===== config.mk =====
export PLATFORM = sky130hd
export DESIGN_NAME = nco_mix_decim_flat
export DESIGN_NICKNAME = d
export VERILOG_FILES = /design/src/rtl/nco_mix_decim_pkg.sv /design/src/rtl/nco_mix_decim_if.sv /design/src/rtl/nco_mix_decim_acc.sv /design/src/rtl/nco_mix_decim.sv /design/src/flat_wrapper.sv
export SDC_FILE = /design/constraint.sdc
export NUM_CORES = 1
export LEC_CHECK = 0
export BUFFER_PORTS_ARGS = -buffer_cell sky130_fd_sc_hd__buf_2
export CAP_MARGIN = 10
export CORE_ASPECT_RATIO = 0.7
export CORE_MARGIN = 8
export CORE_UTILIZATION = 44
export DETAILED_ROUTE_END_ITERATION = 16
export GPL_TIMING_DRIVEN = 0
export SYNTH_ARGS = -nofsm -noshare
export SYNTH_HDL_FRONTEND = slang
export SYNTH_SLANG_ARGS = --single-unit

===== constraint.sdc =====
create_clock -name clk -period 5.1 [get_ports clk]
set_input_delay 0 -clock clk [delete_from_list [all_inputs] [get_ports clk]]
set_output_delay 0 -clock clk [all_outputs]
set_load 0.05 [all_outputs]

===== src/rtl/nco_mix_decim_pkg.sv =====
// Shared DSP helpers for the NCO mixer/decimator: accumulator sizing,
// output FSM state type and the accumulator-to-output reduction.
package dsp_pkg;

  typedef enum logic {
    ACCUM = 1'b0,
    HOLD  = 1'b1
  } mix_state_t;

  function automatic int acc_width(input int in_w, input int lo_w, input int decim);
    return in_w + lo_w + $clog2(decim);
  endfunction

  // Arithmetic right shift by 'shift'; with round_en, adds half an LSB first
  // and clamps to the signed out_w range so the caller can take the low bits.
  function automatic logic signed [63:0] reduce_acc(input logic signed [63:0] v,
                                                    input int shift,
                                                    input int out_w,
                                                    input bit round_en);
    logic signed [63:0] t;
    logic signed [63:0] hi;
    logic signed [63:0] lo;
    t = v;
    if (round_en && shift > 0) t = t + (64'sd1 <<< (shift - 1));
    t  = t >>> shift;
    hi = (64'sd1 <<< (out_w - 1)) - 64'sd1;
    lo = -(64'sd1 <<< (out_w - 1));
    if (round_en) begin
      if (t > hi) t = hi;
      else if (t < lo) t = lo;
    end
    return t;
  endfunction

endpackage


===== src/rtl/nco_mix_decim_if.sv =====
// Sample/LO input and decimated I/Q output bundle of nco_mix_decim.
// Output handshake: a result transfers on any rising edge where out_valid && out_ready;
// the input side has no ready and is never back-pressured.
interface nco_mix_decim_if #(
  parameter int IN_W  = 8,
  parameter int LO_W  = 8,
  parameter int OUT_W = 16
);
  logic signed [IN_W-1:0]  in_sample;
  logic                    in_valid;
  logic signed [LO_W-1:0]  lo_sin;
  logic signed [LO_W-1:0]  lo_cos;
  logic signed [OUT_W-1:0] out_i;
  logic signed [OUT_W-1:0] out_q;
  logic                    out_valid;
  logic                    out_ready;

  modport slave (
    input  in_sample, in_valid, lo_sin, lo_cos, out_ready,
    output out_i, out_q, out_valid
  );

  modport master (
    output in_sample, in_valid, lo_sin, lo_cos, out_ready,
    input  out_i, out_q, out_valid
  );
endinterface


===== src/rtl/nco_mix_decim_acc.sv =====
// One mixer channel: registered full-precision product, then accumulate
// and dump on the shared window counter's last step.
module mix_acc #(
  parameter int IN_W  = 8,
  parameter int LO_W  = 8,
  parameter int ACC_W = 18
) (
  input  logic                    clk,
  input  logic                    rst,
  input  logic                    en,
  input  logic                    load,
  input  logic                    step,
  input  logic                    last,
  input  logic signed [IN_W-1:0]  sample,
  input  logic signed [LO_W-1:0]  lo,
  output logic signed [ACC_W-1:0] dump
);
  localparam int P_W = IN_W + LO_W;

  logic signed [P_W-1:0]   prod;
  logic signed [ACC_W-1:0] acc;
  logic signed [ACC_W-1:0] sum;

  assign sum = acc + {{(ACC_W - P_W){prod[P_W-1]}}, prod};

  always_ff @(posedge clk) begin
    if (rst) begin
      prod <= '0;
      acc  <= '0;
      dump <= '0;
    end else if (en) begin
      if (load) prod <= P_W'(sample) * P_W'(lo);
      if (step) begin
        // Last product of the window goes straight into the dump; the next
        // window starts from zero with no idle cycle.
        if (last) begin
          dump <= sum;
          acc  <= '0;
        end else begin
          acc <= sum;
        end
      end
    end
  end
endmodule


===== src/rtl/nco_mix_decim.sv =====
// Real-input I/Q mixer with integrate-and-dump decimation and a one-deep
// valid/ready output slot. Build option: MIX_DECIM_ROUND_EN (round + saturate).
module nco_mix_decim
  import dsp_pkg::*;
#(
  parameter int IN_W  = 8,
  parameter int LO_W  = 8,
  parameter int DECIM = 4,
  parameter int OUT_W = 16
) (
  input  logic         clk,
  input  logic         rst,
  input  logic         en,
  input  logic         clr_overrun,
  nco_mix_decim_if.slave bus,
  output logic         overrun,
  output mix_state_t   state
);
  localparam int ACC_W = acc_width(IN_W, LO_W, DECIM);
  localparam int CNT_W = $clog2(DECIM);
  localparam int SHIFT = ACC_W - OUT_W;
`ifdef MIX_DECIM_ROUND_EN
  localparam bit ROUND = (SHIFT > 0);
`else
  localparam bit ROUND = 1'b0;
`endif

  logic                    accept;
  logic                    p_valid;
  logic [CNT_W-1:0]        cnt;
  logic                    last;
  logic                    dump_valid;
  logic                    dump_fire;
  logic                    handshake;
  logic                    load_out;
  logic                    set_ovr;
  logic signed [ACC_W-1:0] dump_i;
  logic signed [ACC_W-1:0] dump_q;
  logic signed [OUT_W-1:0] red_i;
  logic signed [OUT_W-1:0] red_q;
  mix_state_t              state_next;

  assign accept = en && bus.in_valid;
  assign last   = (cnt == CNT_W'(DECIM - 1));

  mix_acc #(.IN_W(IN_W), .LO_W(LO_W), .ACC_W(ACC_W)) u_acc_i (
    .clk(clk), .rst(rst), .en(en), .load(accept), .step(p_valid), .last(last),
    .sample(bus.in_sample), .lo(bus.lo_cos), .dump(dump_i)
  );

  mix_acc #(.IN_W(IN_W), .LO_W(LO_W), .ACC_W(ACC_W)) u_acc_q (
    .clk(clk), .rst(rst), .en(en), .load(accept), .step(p_valid), .last(last),
    .sample(bus.in_sample), .lo(bus.lo_sin), .dump(dump_q)
  );

  always_ff @(posedge clk) begin
    if (rst) begin
      p_valid    <= 1'b0;
      cnt        <= '0;
      dump_valid <= 1'b0;
    end else if (en) begin
      p_valid    <= bus.in_valid;
      dump_valid <= p_valid && last;
      if (p_valid) cnt <= last ? '0 : cnt + 1'b1;
    end
  end

  // A pending dump is held while disabled and only lands once en returns.
  assign dump_fire = en && dump_valid;
  assign handshake = bus.out_valid && bus.out_ready;

  assign red_i = OUT_W'(reduce_acc(64'(dump_i), SHIFT, OUT_W, ROUND));
  assign red_q = OUT_W'(reduce_acc(64'(dump_q), SHIFT, OUT_W, ROUND));

  always_ff @(posedge clk) begin
    if (rst) state <= ACCUM;
    else     state <= state_next;
  end

  always_comb begin
    state_next = state;
    case (state)
      ACCUM:   if (dump_fire) state_next = HOLD;
      HOLD:    if (handshake && !dump_fire) state_next = ACCUM;
      default: state_next = ACCUM;
    endcase
  end

  always_comb begin
    bus.out_valid = (state == HOLD);
    load_out      = dump_fire && ((state == ACCUM) || handshake);
    set_ovr       = dump_fire && (state == HOLD) && !handshake;
  end

  always_ff @(posedge clk) begin
    if (rst) begin
      bus.out_i <= '0;
      bus.out_q <= '0;
      overrun   <= 1'b0;
    end else begin
      if (load_out) begin
        bus.out_i <= red_i;
        bus.out_q <= red_q;
      end
      if (set_ovr)          overrun <= 1'b1;
      else if (clr_overrun) overrun <= 1'b0;
    end
  end
endmodule


===== src/flat_wrapper.sv =====
// flat-port wrapper written by rule: the top's interface ports become plain ports
module nco_mix_decim_flat import dsp_pkg::*;
#(
  parameter int IN_W  = 8,
  parameter int LO_W  = 8,
  parameter int DECIM = 4,
  parameter int OUT_W = 16
)
  (clk, rst, en, clr_overrun, overrun, state, bus_in_sample, bus_in_valid, bus_lo_sin, bus_lo_cos, bus_out_ready, bus_out_i, bus_out_q, bus_out_valid);
  nco_mix_decim_if #(.IN_W(IN_W), .LO_W(LO_W), .OUT_W(OUT_W)) bus_i ();
  input  logic clk;
  input  logic rst;
  input  logic en;
  input  logic clr_overrun;
  output logic overrun;
  output mix_state_t state;
  input wire logic [$bits(bus_i.in_sample)-1:0] bus_in_sample;
  input wire logic [$bits(bus_i.in_valid)-1:0] bus_in_valid;
  input wire logic [$bits(bus_i.lo_sin)-1:0] bus_lo_sin;
  input wire logic [$bits(bus_i.lo_cos)-1:0] bus_lo_cos;
  input wire logic [$bits(bus_i.out_ready)-1:0] bus_out_ready;
  output wire logic [$bits(bus_i.out_i)-1:0] bus_out_i;
  output wire logic [$bits(bus_i.out_q)-1:0] bus_out_q;
  output wire logic [$bits(bus_i.out_valid)-1:0] bus_out_valid;
  assign bus_i.in_sample = bus_in_sample;
  assign bus_i.in_valid = bus_in_valid;
  assign bus_i.lo_sin = bus_lo_sin;
  assign bus_i.lo_cos = bus_lo_cos;
  assign bus_i.out_ready = bus_out_ready;
  assign bus_out_i = bus_i.out_i;
  assign bus_out_q = bus_i.out_q;
  assign bus_out_valid = bus_i.out_valid;
  nco_mix_decim #(.IN_W(IN_W), .LO_W(LO_W), .DECIM(DECIM), .OUT_W(OUT_W)) u_core (.clk(clk), .rst(rst), .en(en), .clr_overrun(clr_overrun), .bus(bus_i), .overrun(overrun), .state(state));
endmodule

# Word-level counts from Yosys, hierarchy flattened
# Index checks and enable logic that the tools add are counted.
# op_classes
add_sub_neg	3
multipliers	2
n_eq_ne	1
muxes	8
bitwise_logic	1
reduce_logical	15
# op_table
op	count
$add 18x18->18	2
$mux 18	2
$mul 8x8->16	2
$logic_and 1x1->1	8
$mux 1	4
$reduce_and 2->1	2
$reduce_and 3->1	1
$add 2x1->2 const B	1
$eq 2x2->1 const B	1
$logic_not 1->1	2
$mux 2	1
$pmux 1 s2	1
$reduce_bool 2->1	1
$logic_or 1x1->1	1
$not 1->1	1
# word_totals
reg_bits	142
word_cells	43

# Depth between registers and ports, before layout
# Gate-level depths: netlist (run 1).
# depth
word_depth	5
depth_mapped	19
mapped_depth_nobuf	18

# By module
# From an unflattened synthesis (run 1), not the netlist that was laid out.
# unflattened
hier_cells	1380
hier_area_um2	12019.0
# by_module_without_submodules
mod	instances	cells_each	area_each_um2	seq_area_each_um2
mix_acc (u_core.u_acc_q)	1	620	5210.0	1041.0
mix_acc (u_core.u_acc_i)	1	591	5071.1	1041.0
nco_mix_decim	1	169	1737.9	760.7

# Worst setup path after synthesis (run 1)
# No wires, ideal clock.
# synth_timing
path_type	input to register
start	input bus_in_sample[7]
end	register u_core.u_acc_i.prod[15]
setup_time_ns	0.087
arrival_ns	3.970
required_time_ns	5.013
slack_ns	1.042
stages	17
path_buffers	1
cell_sequence	clkbuf_1 > nand2_1 > inv_1 > fa_1 > inv_1 > fa_1 > inv_1 > fa_1 > inv_1 > fa_1 > inv_1 > ha_1 > and3_1 > a211oi_1 > a21oi_1 > xnor2_1 > o31ai_1
# synth_between
elab_chain_len	1
# synth_lines
element	line	rtl
start, declared	flat_wrapper.sv:17	input wire logic [$bits(bus_i.in_sample)-1:0] bus_in_sample;
$mul 8x8->16	nco_mix_decim_acc.sv:32	if (load) prod <= P_W'(sample) * P_W'(lo);
end signal, assigned	nco_mix_decim_acc.sv:32	
end, declared	nco_mix_decim_acc.sv:20	logic signed [P_W-1:0] prod;
# Every way passes these cells.
# A chain may end at the register's enable or synchronous reset.

# Worst setup path in the final report (run 1)
# layout_timing
start	input bus_in_sample[0]
end	register u_core.u_acc_q.prod[15]
# layout_between
elab_chain_len	1
# layout_lines
element	line
$mul 8x8->16	nco_mix_decim_acc.sv:32
end signal, assigned	nco_mix_decim_acc.sv:32
end, declared	nco_mix_decim_acc.sv:20
# Every way passes these cells.

==> key figures, run 1 <==
Logic synthesis
  – Async SR Flop Fraction: 0
  – Area share of the largest cell type after synthesis: 0.2437
  – Avg Cell Area, Syn: 8.434 sq um
  – Sequential area share after synthesis: 0.2437
  – Synth area leaders: dfxtp_1 24%, fa_1 20%, ha_1 10%
  – Synth cell types: between 50 and 60
  – Gate Count Post-Synth: 1344
  – Synthesized area: about 11000 sq um
  – Post-synth EDFFs: 0
  – Ys Warns: 0
  – Yosys top cell by area: dfxtp_1
  – Ys flop type: dfxtp_1
  – Register bit total from synthesis: 138
  – Syn nets: 1579

Timing
  – Worst Max-Slew Pin Slew: 0.7421 ns
  – Fin Setup TNS: 0 ns
  – Fin crit share: 0.9074
  – Slew HR: 0.5053
  – Final Hold Vio Count: 0
  – Max Clk Rate: 216.1 MHz
  – Final Max Tran Viols: 0
  – Layout Skew: 0.008482 ns
  – # setup viols final: 0
  – Post-layout min period: 4.628 ns
  – RSZ-0062 raised after global routing: false

Place
  – Placed insts: roughly 1700
  – PortBufs: 63
  – DPL Wire Length: between 20 and 25 mm
  – Gpl congestion: around 0.86

Setup path
  – Max FO, Critical Path: 10
  – Worst EP required: 5.38 ns
  – Critical path class: in2reg
  – Crit path capture type: flip-flop
  – Critical path startpoint category: input pin
  – Critical Path AT: ~5 ns

Cells and area
  – Seq. cell area: around 2800 sq um
  – Share of layout cells above drive strength 1: 0.07410
  – Final net count: 1668
  – Fillers: 2520
  – Fin cells: 1776
  – Area Growth Syn to Fin: 12.69%
  – Multi-input gate area: 7716 sq um

Power
  – Power per cell area: 397.2 nW/um^2
  – Comb power frac: 0.489
  – Int Pwr: 3.095 mW
  – Psw: between 1.5 and 2 mW
  – Peak VDD IR: 275.1 uV
  – Power Total: 5.074 mW
  – Sequential Power Share: 0.243
  – Clock share of power: 0.268
  – Sw frac: 0.3902
  – Leak: 5.783 nW

Floorplan
  – Die Ht: ~150 um
  – Chip width: between 200 and 250 um
  – Ports: 65
  – Full die area: 31240 sq um
  – Starting density of the core: 0.4445
  – Core Box Area: between 20000 and 30000 sq um
  – Row cnt: 49

Routing
  – Final ANT Viol Nets: 0
  – DR WL/cell: 15.89 um
  – Routed WL: 28.21 mm
  – DR pass1 iterations: 4
  – Remaining DRCs: 0
  – Routed vias: 9239
  – 1st-iter DRT viols: roughly 540
  – Vias/cell: 5.202

GRT
  – Gr usage total: 0.1895
  – Number of global-route vias before repair: 9399
  – Met1 Usage GRT: 0.2764
  – Met3 Track Usage GR: 0.03099
  – Remaining global-route overflow: 0
  – First-pass GRT wire length: 48.21 mm
  – Met2 usage: 0.2941
  – Top Usage Layer GRT: met2
  – Initial antenna violation count: 1
  – Pin count of the biggest net entering global routing: 17

Clock network
  – CTS Sinks: ~140
  – CTS max path bufs: 2
  – CTS Buf Count: 17
  – Clk root buf: clkbuf_16
  – Reg clk slew, reported paths: 0.06 ns
  – Clock tree from TritonCTS: done
  – H-tree depth: 4
  – Worst-Skew Late Latency: 0.42 ns

Job
  – Max-cap viol count: 0

Status
  – Status: finished clean

Min path
  – Worst min-delay path class: in2reg
-- per-stage QoR --
stage	hold slack [ns]	worst slack (ns)	instance area, sq um	utilization
2_1_floorplan	0.1519	1.042	11340	-
3_3_place_gp	0.3017	0.3244	12070	0.4731
3_5_place_dp	0.3119	0.2760	12070	0.4731
4_1_cts	0.04754	0.4641	12770	0.5008
5_1_grt	0.1010	0.08526	12770	0.5009
6_report	0.05872	0.4724	12770	0.5009
-- worst paths after layout --
path	depth (start not counted)	slack, ns	end	start
setup / recovery	21	0.47	u_core.u_acc_q.prod[15]	bus_in_sample[0]
hold / removal	5	0.06	u_core.overrun	bus_out_ready
setup reg to reg	10	2.18	u_core.u_acc_q.dump[14]	u_core.u_acc_q.prod[0]
hold reg to reg	2	0.45	u_core.bus.out_q[15]	u_core.u_acc_q.dump[17]
-- what timing repair did --
| action | CTS | global route |
|---|---|---|
| hold endpoints to repair | 4 | 0 |
| hold buffers | 7 | 0 |
| resized for setup | 0 | 0 |
| setup buffers | 0 | 0 |
-- kinds of logic (layout without fill, tap and decap cells) --
| group | Yosys count | in the layout | synth area share |
|---|---|---|---|
| AO/OA/AOI/OAI | 253 | 253 | 0.1408 |
| XOR/XNOR | 55 | 55 | 0.04249 |
| adder cells (fa/ha/maj) | 205 | 205 | 0.3004 |
| buffers and inverters | 227 | 327 | 0.07561 |
| flip-flops | 138 | 138 | 0.2437 |
| multiplexers | 4 | 4 | 0.003753 |
| other | 0 | 1 | 0 |
| AND/OR/NAND/NOR | 462 | 462 | 0.1932 |
-- power groups by stage --
| stage | clock network [mW] | registers [mW] | logic [mW] |
|---|---|---|---|
| after global placement | 0 | 1.26 | 2.45 |
| after global routing | 1.42 | 1.24 | 2.88 |
| after CTS | 1.37 | 1.24 | 2.51 |
| after floorplan | 0 | 1.23 | 1.94 |
| final | 1.36 | 1.23 | 2.48 |
| after detailed placement | 0 | 1.26 | 2.49 |
-- registers in the layout, indices dropped and copies added, names as in the netlist, 2 cells and up --
signal and flops:
u_core.bus.out_q 16, u_core.u_acc_q.dump 16, u_core.u_acc_i.acc 18, u_core.u_acc_i.dump 16
u_core.cnt 2, u_core.u_acc_q.prod 16, u_core.bus.out_i 16, u_core.u_acc_i.prod 16
u_core.u_acc_q.acc 18
-- cells in the final DEF, fill, tap and decap left out, types with 3 or more instances in the layout --
master	count
dfxtp_1	138
or4_1	4
clkbuf_16	17
inv_1	171
o21bai_1	6
a21o_1	18
o31ai_1	4
ha_1	93
o21ai_1	4
buf_1	5
nor3_1	19
a211oi_1	18
a31oi_1	6
fa_1	112
and2_1	87
buf_2	64
and3_1	7
o21ai_0	18
xor2_1	16
nand2b_1	9
a21oi_1	124
dlygate4sd3_1	7
bufinv_16	5
nor4b_1	4
xnor2_1	39
nand2_1	206
nand4_1	6
a22o_1	9
o21a_1	10
nand3_1	20
clkbuf_1	49
nor2b_1	21
a22oi_1	16
nor3b_1	4
a41oi_1	3
nor2_1	68
clkinv_2	3
-- cell type report --
cell class / count / area share
multi-input cells: 979 / 0.6040
repair buffers: 70 / 0.03017
inverters: 171 / 0.05024
clock inverters: 12 / 0.01547
diodes: 1 / 0.0001959
well taps: 331 / 0.03242
clock buffers: 18 / 0.03438
plain buffers: 56 / 0.01685
flip-flops and latches: 138 / 0.2163
-- critical path: stages --
cell           delay (ns)
dlygate4sd3_1        0.52
buf_2                0.23
clkbuf_1             0.40
and2_1               0.20
ha_1                 0.14
inv_1                0.05
fa_1                 0.52
inv_1                0.07
fa_1                 0.47
inv_1                0.05
fa_1                 0.47
inv_1                0.04
ha_1                 0.29
o21ai_0              0.08
nor2_1               0.07
nor2_1               0.15
o21ai_0              0.17
a211oi_1             0.39
a21oi_1              0.14
xnor2_1              0.32
a21oi_1              0.11
-- synth_stat cells (19+ instances only) --
cell type,instances
a21oi_1,124
and2_1,87
clkbuf_1,49
dfxtp_1,138
fa_1,112
ha_1,93
inv_1,171
nand2_1,206
nand3_1,20
nor2_1,68
nor2b_1,21
nor3_1,19
xnor2_1,39
-- layer usage --
metal / routed length (um) / share of wire / vias up
met1: 14460 / 0.51 / 4505
met2: 12200 / 0.43 / 162
li1: - / - / 4554
met4: 225 / 0.0080 / 0
met5: 0 / 0 / -
met3: 1328 / 0.047 / 18
No activity file was read; power rests on OpenSTA's default activity.
==> run 2, diff against run 1 <==
- SYNTH_HIERARCHICAL: default -> 1
==> run 2 against run 1 <==
Effect of this change:
- synthesized cell count is 1.5% higher
- routed wire length decreased by 4.2%
- clock skew up 0.0011 ns
- clock power fell by 8%
- critical endpoint is now u_core/u_acc_i/prod[15]
- largest cell class unchanged
==> key figures, run 2 <==
Status
  – Status: finished clean

GRT
  – Gr usage total: 0.1711 (-0.01836)
  – Remaining global-route overflow: 0 (unchanged)
  – First-pass GRT wire length: 46.35 mm (-3.9%)
  – Number of global-route vias before repair: 9516 (+1.2%)
  – Pin count of the biggest net entering global routing: 17 (unchanged)
  – Initial antenna violation count: 1 (unchanged)

Clock network
  – CTS Buf Count: 17 (unchanged)
  – Worst-Skew Late Latency: 0.42 ns (about the same)
  – CTS max path bufs: 2 (unchanged)
  – H-tree depth: 4 (unchanged)
  – Clk root buf: clkbuf_16
  – Reg clk slew, reported paths: 0.06 ns (about the same)
  – Post_cts resized: 0 (unchanged)
  – Clock tree from TritonCTS: done
  – CTS Sinks: 138 (unchanged)

Setup path
  – R2R Setup Slk: 2.31 ns (+0.13 ns)
  – Worst EP required: 5.43 ns (+0.05 ns)
  – Number of buffers and inverters on the critical path: 6 (-1)
  – Critical path class: in2reg
  – Reg2Reg Depth: 8 (-2)
  – CP max stage delay: 0.66 ns (+0.14 ns)
  – Crit path capture type: flip-flop
  – R2R Path End: u_core/u_acc_q/acc[16]
  – Crit Reg-Reg Startpoint: u_core/u_acc_q/prod[0]
  – Critical path startpoint category: input pin
  – CP delay by family, top: adder cells
  – CP Cell Sequence: dlygate4sd3_1, buf_2, and2_1, fa_1, inv_1, fa_1, inv_1, fa_1, inv_1, fa_1, inv_1, ha_1, a2111oi_0, o211ai_1, o211ai_1, xnor2_1, a211oi_1
  – Critical Path AT: 4.80 ns (-0.10 ns)
  – Max FO, Critical Path: 8 (-2)
  – CP max stage cell: a2111oi_0

Floorplan
  – Die Ht: 153.5 um (+2.2%)
  – Ports: 65 (unchanged)
  – Row cnt: 50 (+2.0%)
  – Chip width: 212.5 um (+2.2%)
  – Starting density of the core: 0.4461 (+0.001637)
  – Core Box Area: 26650 sq um (+4.5%)
  – Full die area: 32620 sq um (+4.4%)

Logic synthesis
  – Syn nets: 1599 (+1.3%)
  – Gate Count Post-Synth: 1364 (+1.5%)
  – Synthesized area: 11890 sq um (+4.9%)
  – Avg Cell Area, Syn: 8.716 sq um (+3.3%)
  – Ys Warns: 6 (+6)

Timing
  – Final Hold Vio Count: 0 (unchanged)
  – Slew HR: 0.1938 (-0.3115)
  – Fin crit share: 0.8772 (-0.03020)
  – Fin Setup TNS: 0 ns (unchanged)
  – RSZ-0062 raised after global routing: false
  – # setup viols final: 0 (unchanged)
  – Layout Skew: 0.009604 ns (+0.001123 ns)
  – Final Max Tran Viols: 0 (unchanged)
  – Post-layout min period: 4.474 ns (-0.1540 ns)
  – Worst Max-Slew Pin Slew: 1.200 ns (+0.4580 ns)
  – Max Clk Rate: 223.5 MHz (+3.4%)

Min path
  – Hold depth: 3 (-2)
  – WHS Endpoint: u_core/u_acc_i/prod[0]
  – HP Start: bus_in_sample[0]
  – Worst min-delay path class: in2reg

Cells and area
  – Share of layout cells above drive strength 1: 0.08328 (+0.009177)
  – Commonest non-fill, non-tap cell in the layout: inv_1
  – Largest regs: u_core/u_acc_i/acc: 18 flops, u_core/u_acc_q/acc: 18 flops
  – Most frequent cells in the layout: 184 x inv_1, 143 x nand2_1, 138 x dfxtp_1
  – Area Growth Syn to Fin: 11.98%
  – Final net count: 1687 (+1.1%)

Routing
  – Remaining DRCs: 0 (unchanged)
  – 1st-iter DRT viols: 416 (-22%)
  – Routed WL: 27.02 mm (-4.2%)
  – Routed vias: 9365 (+1.4%)
  – DR pass1 iterations: 5 (+1)
  – Vias/cell: 5.117 (-1.6%)
  – Final ANT Viol Nets: 0 (unchanged)
  – DR WL/cell: 14.76 um (-7.1%)

Place
  – DPL Wire Length: 21.60 mm (-5.1%)
  – Gpl congestion: 0.8446 (-1.3%)
  – PortBufs: 64 (+1.6%)

Job
  – Max-cap viol count: 0 (unchanged)

Power
  – Peak VDD IR: 277.7 uV (+0.95%)
  – Power Total: 4.637 mW (-8.6%)
  – Leak: 5.889 nW (+1.8%)
  – Power per cell area: 348.3 nW/um^2 (-12%)
## run 2: metrics by stage
stage | hold slack, ns | area (sq um) | util | cells | worst slack, ns
3_5_place_dp | 0.3076 | 12660 | 0.4752 | 1792 | 0.5424
5_1_grt | 0.03844 | 13310 | 0.4995 | 1830 | 0.3832
4_1_cts | 0.01256 | 13310 | 0.4994 | 1829 | 0.6733
6_report | 0.002223 | 13310 | 0.4995 | 1830 | 0.6265
2_1_floorplan | 0.1519 | 11890 | - | 1364 | 1.241
3_3_place_gp | 0.2923 | 12660 | 0.4752 | 1792 | 0.5068
## run 2: how the worst max path moves through the flow
stage	startpoint	endpoint	slack (ns)	cells after the start
detailed placement	bus_in_sample[4]	u_core/u_acc_i/prod[15]	0.54	15
floorplan	bus_lo_cos[7]	u_core/u_acc_i/prod[15]	1.24	16
finish	bus_lo_cos[0]	u_core/u_acc_i/prod[15]	0.63	17
global placement	bus_in_sample[4]	u_core/u_acc_i/prod[15]	0.51	15
CTS	bus_lo_cos[0]	u_core/u_acc_i/prod[15]	0.67	17
global route	bus_lo_sin[0]	u_core/u_acc_q/prod[15]	0.38	17
## run 2: per-layer routing
metal | global-route usage | up-vias | wire (um)
li1 | - | 4654 | -
met1 | 0.2405 | 4538 | 13580
met2 | 0.2741 | 148 | 12190
met3 | 0.02579 | 25 | 941
met4 | 0.03836 | 0 | 308
met5 | 0 | - | 0
## run 2: final cells by class
cell class                 count  area (sq um)
tap                          364         455.4
timing repair buffer          69         370.4
multi-input combinational    998          8210
fill                        2585         13340
sequential                   138          2763
clock inverter                12         148.9
inverter                     184         690.7
buffer                        44         225.2
clock buffer                  20         446.7
antenna                        1         2.502
## run 2: tightest hold or removal path: cells and delay by family
kind / cells / cell delay (ns)
AOI/OAI and AO/OA: 1 / 0.06
buffers and inverters: 1 / 0.19
and+or+nand+nor: 1 / 0.11
## run 2: timing repair
action                    CTS  global route
buffers inserted            0             0
hold buffers                5             0
hold endpoints to repair    4             0
## run 2: power breakdown
group          switching [mW]  internal [mW]
logic                    1.27          0.947
registers              0.0370           1.13
clock network           0.471          0.778
total                    1.78           2.86
